### config.mk
export PLATFORM = sky130hd
export DESIGN_NAME = reg_dump_tx
export DESIGN_NICKNAME = d
export VERILOG_FILES = /design/src/rtl/reg_dump_tx.sv
export SDC_FILE = /design/constraint.sdc
export NUM_CORES = 1
export LEC_CHECK = 0
export CORE_ASPECT_RATIO = 1.25
export CORE_MARGIN = 2
export CORE_UTILIZATION = 35
export CTS_CLUSTER_SIZE = 12
export DETAILED_ROUTE_END_ITERATION = 6
export PLACE_DENSITY = 0.64
export SYNTH_ARGS = -nofsm -noshare
export SYNTH_HDL_FRONTEND = slang
export SYNTH_SLANG_ARGS = --single-unit
### constraint.sdc
create_clock -name clk -period 2 [get_ports clk]
set_input_delay 0.4 -clock clk [delete_from_list [all_inputs] [get_ports clk]]
set_output_delay 0.4 -clock clk [all_outputs]
set_load 0.005 [all_outputs]
### src/rtl/reg_dump_tx.sv
// Debug readout of a 16-bit register bank: walks registers 0..NUM_REGS-1 through a
// select/data port and shifts each value out as a UART-style frame (start, 16 data LSB first, stop).
module reg_dump_tx #(
    parameter int NUM_REGS     = 8,
    parameter int CLKS_PER_BIT = 4,
    localparam int SEL_W       = (NUM_REGS > 1) ? $clog2(NUM_REGS) : 1
) (
    input  logic             clk,
    input  logic             reset,
    input  logic             start_i,
    input  logic             abort_i,
    output logic [SEL_W-1:0] rd_sel_o,
    input  logic [15:0]      rd_data_i,
    output logic             tx_o,
    output logic             busy_o,
    output logic             done_o
);

    localparam int BAUD_W = (CLKS_PER_BIT > 1) ? $clog2(CLKS_PER_BIT) : 1;
    localparam logic [BAUD_W-1:0] BAUD_LAST = BAUD_W'(CLKS_PER_BIT - 1);
    localparam logic [SEL_W-1:0]  SEL_LAST  = SEL_W'(NUM_REGS - 1);
    localparam logic [3:0]        BIT_LAST  = 4'd15;

    typedef enum logic [2:0] {
        IDLE,
        LOAD,
        START,
        DATA,
        STOP
    } state_t;

    state_t             state_reg,  state_next;
    logic [SEL_W-1:0]   sel_reg,    sel_next;
    logic [15:0]        shift_reg,  shift_next;
    logic [BAUD_W-1:0]  baud_reg,   baud_next;
    logic [3:0]         bit_reg,    bit_next;
    logic               tx_reg,     tx_next;
    logic               busy_reg,   busy_next;
    logic               done_reg,   done_next;
    logic               baud_end;

    assign baud_end = (baud_reg == BAUD_LAST);

    always_ff @(posedge clk or negedge reset) begin
        if (!reset) begin
            state_reg <= IDLE;
            sel_reg   <= '0;
            shift_reg <= '0;
            baud_reg  <= '0;
            bit_reg   <= '0;
            tx_reg    <= 1'b1;
            busy_reg  <= 1'b0;
            done_reg  <= 1'b0;
        end else begin
            state_reg <= state_next;
            sel_reg   <= sel_next;
            shift_reg <= shift_next;
            baud_reg  <= baud_next;
            bit_reg   <= bit_next;
            tx_reg    <= tx_next;
            busy_reg  <= busy_next;
            done_reg  <= done_next;
        end
    end

    always_comb begin
        state_next = state_reg;
        sel_next   = sel_reg;
        shift_next = shift_reg;
        baud_next  = baud_reg;
        bit_next   = bit_reg;
        tx_next    = tx_reg;
        busy_next  = busy_reg;
        done_next  = 1'b0;

        // Abort wins over every other transition; the frame is cut wherever it is.
        if (state_reg != IDLE && abort_i) begin
            state_next = IDLE;
            tx_next    = 1'b1;
            busy_next  = 1'b0;
            baud_next  = '0;
            bit_next   = '0;
        end else begin
            case (state_reg)
                IDLE: begin
                    tx_next = 1'b1;
                    if (start_i) begin
                        sel_next   = '0;
                        busy_next  = 1'b1;
                        state_next = LOAD;
                    end
                end
                LOAD: begin
                    // rd_sel_o has been stable for a full cycle, so rd_data_i is valid here.
                    shift_next = rd_data_i;
                    tx_next    = 1'b0;
                    baud_next  = '0;
                    bit_next   = '0;
                    state_next = START;
                end
                START: begin
                    if (baud_end) begin
                        baud_next  = '0;
                        tx_next    = shift_reg[0];
                        state_next = DATA;
                    end else begin
                        baud_next = baud_reg + BAUD_W'(1);
                    end
                end
                DATA: begin
                    if (baud_end) begin
                        baud_next = '0;
                        if (bit_reg == BIT_LAST) begin
                            bit_next   = '0;
                            tx_next    = 1'b1;
                            state_next = STOP;
                        end else begin
                            shift_next = {1'b0, shift_reg[15:1]};
                            tx_next    = shift_reg[1];
                            bit_next   = bit_reg + 4'd1;
                        end
                    end else begin
                        baud_next = baud_reg + BAUD_W'(1);
                    end
                end
                STOP: begin
                    if (baud_end) begin
                        baud_next = '0;
                        if (sel_reg == SEL_LAST) begin
                            done_next  = 1'b1;
                            busy_next  = 1'b0;
                            state_next = IDLE;
                        end else begin
                            sel_next   = sel_reg + SEL_W'(1);
                            state_next = LOAD;
                        end
                    end else begin
                        baud_next = baud_reg + BAUD_W'(1);
                    end
                end
                default: begin
                    state_next = IDLE;
                    tx_next    = 1'b1;
                    busy_next  = 1'b0;
                end
            endcase
        end
    end

    assign rd_sel_o = sel_reg;
    assign tx_o     = tx_reg;
    assign busy_o   = busy_reg;
    assign done_o   = done_reg;

endmodule

==> results.cfg, run 1 <==
[status]
outcome = finished clean

[critical_path]
end_kind = primary output
critPathBufInv = 1
crit_type = reg2out
path_cells = clkdlybuf4s50_1
critical_path.slowest_cell = dfstp_2
cp_max_fo = 2
ff2ff_setup_slack_ns = 0.32
crit_required_ns = 1.60
critical_path.startpoint_type = flip-flop
slowest_delay_ns = 0.54
path_delay_family = flip-flops
worstReg2RegEnd = rd_sel_o[0]
timing.rr.start = baud_reg[0]
arrival_ns = 1.31
r2r_cells = 5

[logic_synthesis]
synthArstFlopShare_pct = 100
synth_cell_types = 39
ys.flop_type = dfrtp_1
syn-cell-area_um2 = 1710
ys_ff_latch = 31
yosys_warnings = 0
synth_cells = 178
syn_nets = 202
synth-edff-count = 0
synth.avg_cell_area_um2 = 9.60
yosysSeqAreaShare_pct = 45.5

[final_layout]
multi_input_area_um2 = 860
area_delta_synth_final_pct = 22.4
nFillCells = 471
final_cell_mix = 30 x dfrtp_1, 28 x nand2_1, 25 x clkdlybuf4s50_1
seqCellArea_um2 = 777
postLayoutCoreUtil_pct = 44.2
largest_reg_flops = 16
n_antenna_cell = 0
final_common_cell = dfrtp_1
drive_gt1_share_pct = 8.33
nets = 227

[clock_tree]
clk_latency_ns = 0.28
cts_resized = 0
holdBufCountCts = 0
cts_buffer_depth = 2
clkSinkCount = 31
root_buffer = clkbuf_8
cts_tree = yes
postCtsSetupBuffers = 0
htree_levels = 2
numCtsBuffers = 5
clk_pin_slew_ns = 0.07

[sta]
rsz0062_at_grt = no
tns_ns = 0
max_freq_ghz = 0.585
setup_viol = 0
drv_slew = 0
fin_worst_skew_ns = 0.00776
fin_crit_ns = 1.71
slew_headroom_pct = 58.6
worst_pin_slew_ns = 0.621
final_hold_viol_count = 0
finalCritPeriodShare_pct = 85.5

[routing]
routed-wl-met3_um = 130
ant_nets = 0
wl_met2_um = 1610
via_count = 1355
drtIter0Drc = 67
wl_per_cell_um = 13.3
wl_um = 3500
routed_via_density = 5.13
drt_pass1_iterations = 4
highest_layer = met4
drt-met1-wl_um = 1680
drcViolationCount = 0

[global_route]
grt_pass1_wl_um = 5890
grt_pass1_vias = 1322
antenna_found_initial = 0
grt_start_max_net_pins = 32
grt_usage_pct = 14.3
grt_overflow = 0

[hold_path]
hold_class = reg2reg
whs_endpoint = shift_reg[0]
worstHoldStart = shift_reg[0]
hold-path-cell-count = 2

[power_and_ir_drop]
p_leak_nw = 0.966
p_seq_share_pct = 46.4
pwr-share-clk_pct = 21.7
p_per_area_nw_per_um2 = 1050
comb_power_share_pct = 31.9
internal_power_mw = 1.42
ir_worst_vdd_mv = 0.541
p_sw_mw = 0.773
p_sw_share_pct = 35.2

[floorplan]
die_area_um2 = 5460
die_w_um = 66.5
ios = 26
core-area_um2 = 4730
fp-row-count = 28
fp.dieH_um = 82.1
start_util_pct = 36.1

[run]
drv_cap = 0

[placed_design]
gp_congestion = 0.839
port_buffers = 25
dp_hpwl_um = 2430
==> Yosys cell counts, drive strengths merged (2+ instances only) <==
| library cell | instances | area share, % |
|---|---|---|
| nand2b | 3 | 1.1 |
| nand4bb | 2 | 1.3 |
| a21oi | 4 | 1.2 |
| o21ai | 30 | 8.8 |
| mux2i | 16 | 9.4 |
| dfrtp | 30 | 44 |
| a22oi | 4 | 1.8 |
| nor2 | 7 | 1.5 |
| nand3b | 2 | 0.88 |
| mux2 | 2 | 1.3 |
| and3 | 4 | 1.5 |
| a22o | 4 | 2.0 |
| ha | 4 | 2.9 |
| nand3 | 4 | 1.9 |
| nand4 | 2 | 0.73 |
| nor3 | 2 | 0.59 |
| buf | 7 | 2.7 |
| clkbuf | 6 | 1.3 |
| o31ai | 2 | 0.88 |
| nand2 | 28 | 6.1 |
==> per-stage QoR <==
step                      instance area, um2  hold slack, ns  setup slack, ns  power, mW  instances
after floorplan                         1710           0.104            0.441       1.53        178
after global placement                  2010           0.463            0.148       1.72        256
after detailed placement                2010           0.472            0.171       1.73        256
after CTS                               2090           0.486            0.281       2.22        264
after global routing                    2090           0.513            0.180       2.36        264
final                                   2090           0.478            0.291       2.19        264
==> worst reg2reg max path, stage by stage, from the launching register on <==
cell and delay [ns]:
dfrtp_1 0.42, ha_1 0.35, and3b_4 0.26, nand2b_1 0.07, or4_1 0.39, mux2i_1 0.13
==> cell families after synthesis <==
kind of cell,synth area share (%)
flops,45.5
simple gates,17.7
buf+inv,4.25
mux,10.7
compound gates,19.0
fa+ha+maj,2.93
==> layer usage <==
layer  GRT usage [%]  vias to the layer above
met1            16.9                      625
met2            23.8                       29
met3            4.47                        7
li1                -                      694
met4            6.33                        0
met5               0                        -
==> area by class of cell <==
type	count	area share, %
clock buffers	7	3.65
well taps	60	3.59
flip-flops and latches	31	37.1
multi-input cells	133	41.1
inverters	1	0.179
clock inverters	1	0.239
repair buffers	31	14.1
==> how the worst max path moves through the flow <==
| stage | from | slack [ns] | end | depth (start not counted) |
|---|---|---|---|---|
| floorplan | rd_sel_o[0] | 0.44 | rd_sel_o[0] | 5 |
| global placement | abort_i | 0.15 | bit_reg[3] | 6 |
| detailed placement | abort_i | 0.17 | rd_sel_o[0] | 5 |
| CTS | tx_o | 0.28 | tx_o | 1 |
| global route | state_reg[1] | 0.18 | shift_reg[1] | 4 |
| finish | tx_o | 0.29 | tx_o | 1 |
==> power groups by stage <==
stage | clock network (mW) | registers (mW) | logic, mW
finish | 0.476 | 1.02 | 0.701
global placement | 0 | 1.02 | 0.691
global route | 0.518 | 1.04 | 0.795
floorplan | 0 | 0.925 | 0.600
CTS | 0.491 | 1.02 | 0.710
detailed placement | 0 | 1.03 | 0.705
(Power assumes the default switching activity.)
==> run 2: changes to the inputs <==
Settings changed: ABC_AREA set to 1, GPL_ROUTABILITY_DRIVEN set to 0, PLACE_DENSITY 0.64 to 0.56.
==> results.cfg, run 2 <==
[status]
outcome = finished clean

[final_layout]
final_cell_mix = 114 x nand2_1, 30 x dfrtp_1, 26 x nand3_1
nets = 298
final_cells = 335
postLayoutCoreUtil_pct = 44.9
n_antenna_cell = 0
final_common_cell = nand2_1
area_delta_synth_final_pct = 22.1
drive_gt1_share_pct = 9.09
nFillCells = 506
largest_reg_flops = 16

[logic_synthesis]
syn-cell-area_um2 = 1770
syn_nets = 269
synthArstFlopShare_pct = 100
ys.flop_type = dfrtp_1
yosysTopAreaCellShare_pct = 42.5
synth.avg_cell_area_um2 = 7.21
synth_cell_types = 22
synth_top_cell_by_area = dfrtp_1
yosys-top-cells-count = 114 x nand2_1, 30 x dfrtp_1, 26 x nand3_1, 15 x inv_1, 14 x nor2_1
yosys_warnings = 0
ys_ff_latch = 31
yosysSeqAreaShare_pct = 44.0
yosys.cell_count.top_type = nand2_1
synth_cells = 245
synth-edff-count = 0
synth_area_leaders = dfrtp_1 42%, nand2_1 24%, nand3_1 7.4%, o21ai_0 3.4%, inv_1 3.2%

[global_route]
grt_pass1_vias = 1535
grt_start_max_net_pins = 32
antenna_found_initial = 0
grt_overflow = 0
grt_pass1_wl_um = 6850
grt_usage_pct = 15.7

[critical_path]
critical_path.slowest_cell = a21boi_4
arrival_ns = 1.89
end_kind = flip-flop
ff2ff_setup_slack_ns = 0.28
path_cells = ha_1 -> nand2_1 -> nor2_1 -> a21boi_4 -> nand2_4 -> nand2_1 -> o21ai_0
worstReg2RegEnd = shift_reg[15]
crit_type = reg2reg
crit_required_ns = 2.17
r2r_cells = 7
critical_path.startpoint_type = flip-flop
cp_max_fo = 17
slowest_delay_ns = 0.42
timing.rr.start = bit_reg[0]
cp_common_cell = nand2_1

[sta]
postLayoutSetupSlackWorst_ns = 0.277
fin_crit_ns = 1.72
finalCritPeriodShare_pct = 86.1
final_hold_viol_count = 0
slew_headroom_pct = 69.0
worst_pin_slew_ns = 0.464
fin_worst_skew_ns = 0.00505
tns_ns = 0
rsz0062_at_grt = no
drv_slew = 0
max_freq_ghz = 0.580
setup_viol = 0

[placed_design]
port_buffers = 25
dp_hpwl_um = 2800
dp_cells = 327
pre_cts_slack_ns = 0.243

[hold_path]
hold_class = reg2reg
whs_endpoint = shift_reg[1]
hold-path-cell-count = 2
worstHoldStart = shift_reg[1]

[routing]
via_count = 1570
wl_per_cell_um = 11.3
drcViolationCount = 0
drt_pass1_iterations = 4
ant_nets = 0
routed_via_density = 4.69
wl_um = 3790
drtIter0Drc = 71

[floorplan]
die_w_um = 67.5
start_util_pct = 36.8
ios = 26
fp.dieH_um = 83.4
core-area_um2 = 4800
fp-row-count = 28
die_area_um2 = 5640

[clock_tree]
cts_buffer_depth = 2
holdBufCountCts = 0
cts_resized = 0
root_buffer = clkbuf_8
htree_levels = 2
postCtsSetupBuffers = 0
clk_latency_ns = 0.28
clkSinkCount = 31
numCtsBuffers = 5
cts_tree = yes
clk_pin_slew_ns = 0.07

[power_and_ir_drop]
ir_worst_vdd_mv = 0.491
p_leak_nw = 1.13
p_per_area_nw_per_um2 = 1240
p_total_mw = 2.68

[run]
drv_cap = 0
## run 2: changes by cell type in the layout (fill, tap and decap cells not counted), moves of 4 or more
| cell | delta |
|---|---|
| nand3_1 | +23 |
| mux2i_1 | -16 |
| inv_1 | +14 |
| a22oi_1 | -4 |
| nor2_1 | +7 |
| and3_1 | -4 |
| nand2_1 | +86 |
| a22o_1 | -4 |
| o21ai_1 | -10 |
| o21ai_0 | -8 |
## run 2: logic make-up (layout without fill, tap and decap cells)
| group | count (synthesis) | in the layout | synth area share [%] |
|---|---|---|---|
| and+or+nand+nor | 169 | 169 | 41.1 |
| DFF | 31 | 31 | 44.0 |
| buffers and inverters | 25 | 55 | 6.66 |
| AOI/OAI and AO/OA | 16 | 16 | 5.38 |
| adders and majority gates | 4 | 4 | 2.83 |
## run 2: how the worst max path moves through the flow
| stage | start | to | slack [ns] | cells past startpoint |
|---|---|---|---|---|
| floorplan | bit_reg[0] | shift_reg[0] | 0.61 | 8 |
| global placement | abort_i | tx_o | 0.29 | 7 |
| detailed placement | abort_i | rd_sel_o[1] | 0.24 | 6 |
| CTS | bit_reg[0] | shift_reg[15] | 0.27 | 7 |
| global route | bit_reg[0] | shift_reg[14] | 0.11 | 7 |
| finish | bit_reg[0] | shift_reg[15] | 0.28 | 7 |
## run 2: area by class of cell
class | instances | area [um2] | share of cell area [%]
multi-input cells | 189 | 872 | 40.4
flip-flops and latches | 31 | 777 | 36.0
repair buffers | 29 | 280 | 13.0
well taps | 60 | 75.1 | 3.48
clock buffers | 6 | 72.6 | 3.36
inverters | 18 | 67.6 | 3.13
clock inverters | 2 | 12.5 | 0.580
## run 2: stage by stage
stage               hold WS, ns  instance area [um2]
floorplan                 0.104                 1770
global placement          0.455                 2070
detailed placement        0.459                 2070
CTS                       0.476                 2160
global route              0.500                 2160
finish                    0.473                 2160
## run 2: worst max-delay path, delay by kind of cell, from the launching register on
| kind | cells | cell delay (ns) |
|---|---|---|
| AOI/OAI and AO/OA | 2 | 0.49 |
| adders and majority gates | 1 | 0.23 |
| DFF | 1 | 0.40 |
| and+or+nand+nor | 4 | 0.48 |
## run 2: power by group
part / leakage, nW / switching, mW / total [mW] / internal [mW]
Sequential: 0.400 / 0.158 / 1.01 / 0.856
Clock: 0.0412 / 0.232 / 0.474 / 0.243
Combinational: 0.691 / 0.757 / 1.19 / 0.434
## run 2: layer usage
metal  up-vias  part of all wire (%)  track usage, %
li1        834                     -               -
met1       705                    47            19.8
met2        25                    49            25.0
met3         6                   3.4            3.66
met4         0                   1.5            6.31
met5         -                     0               0
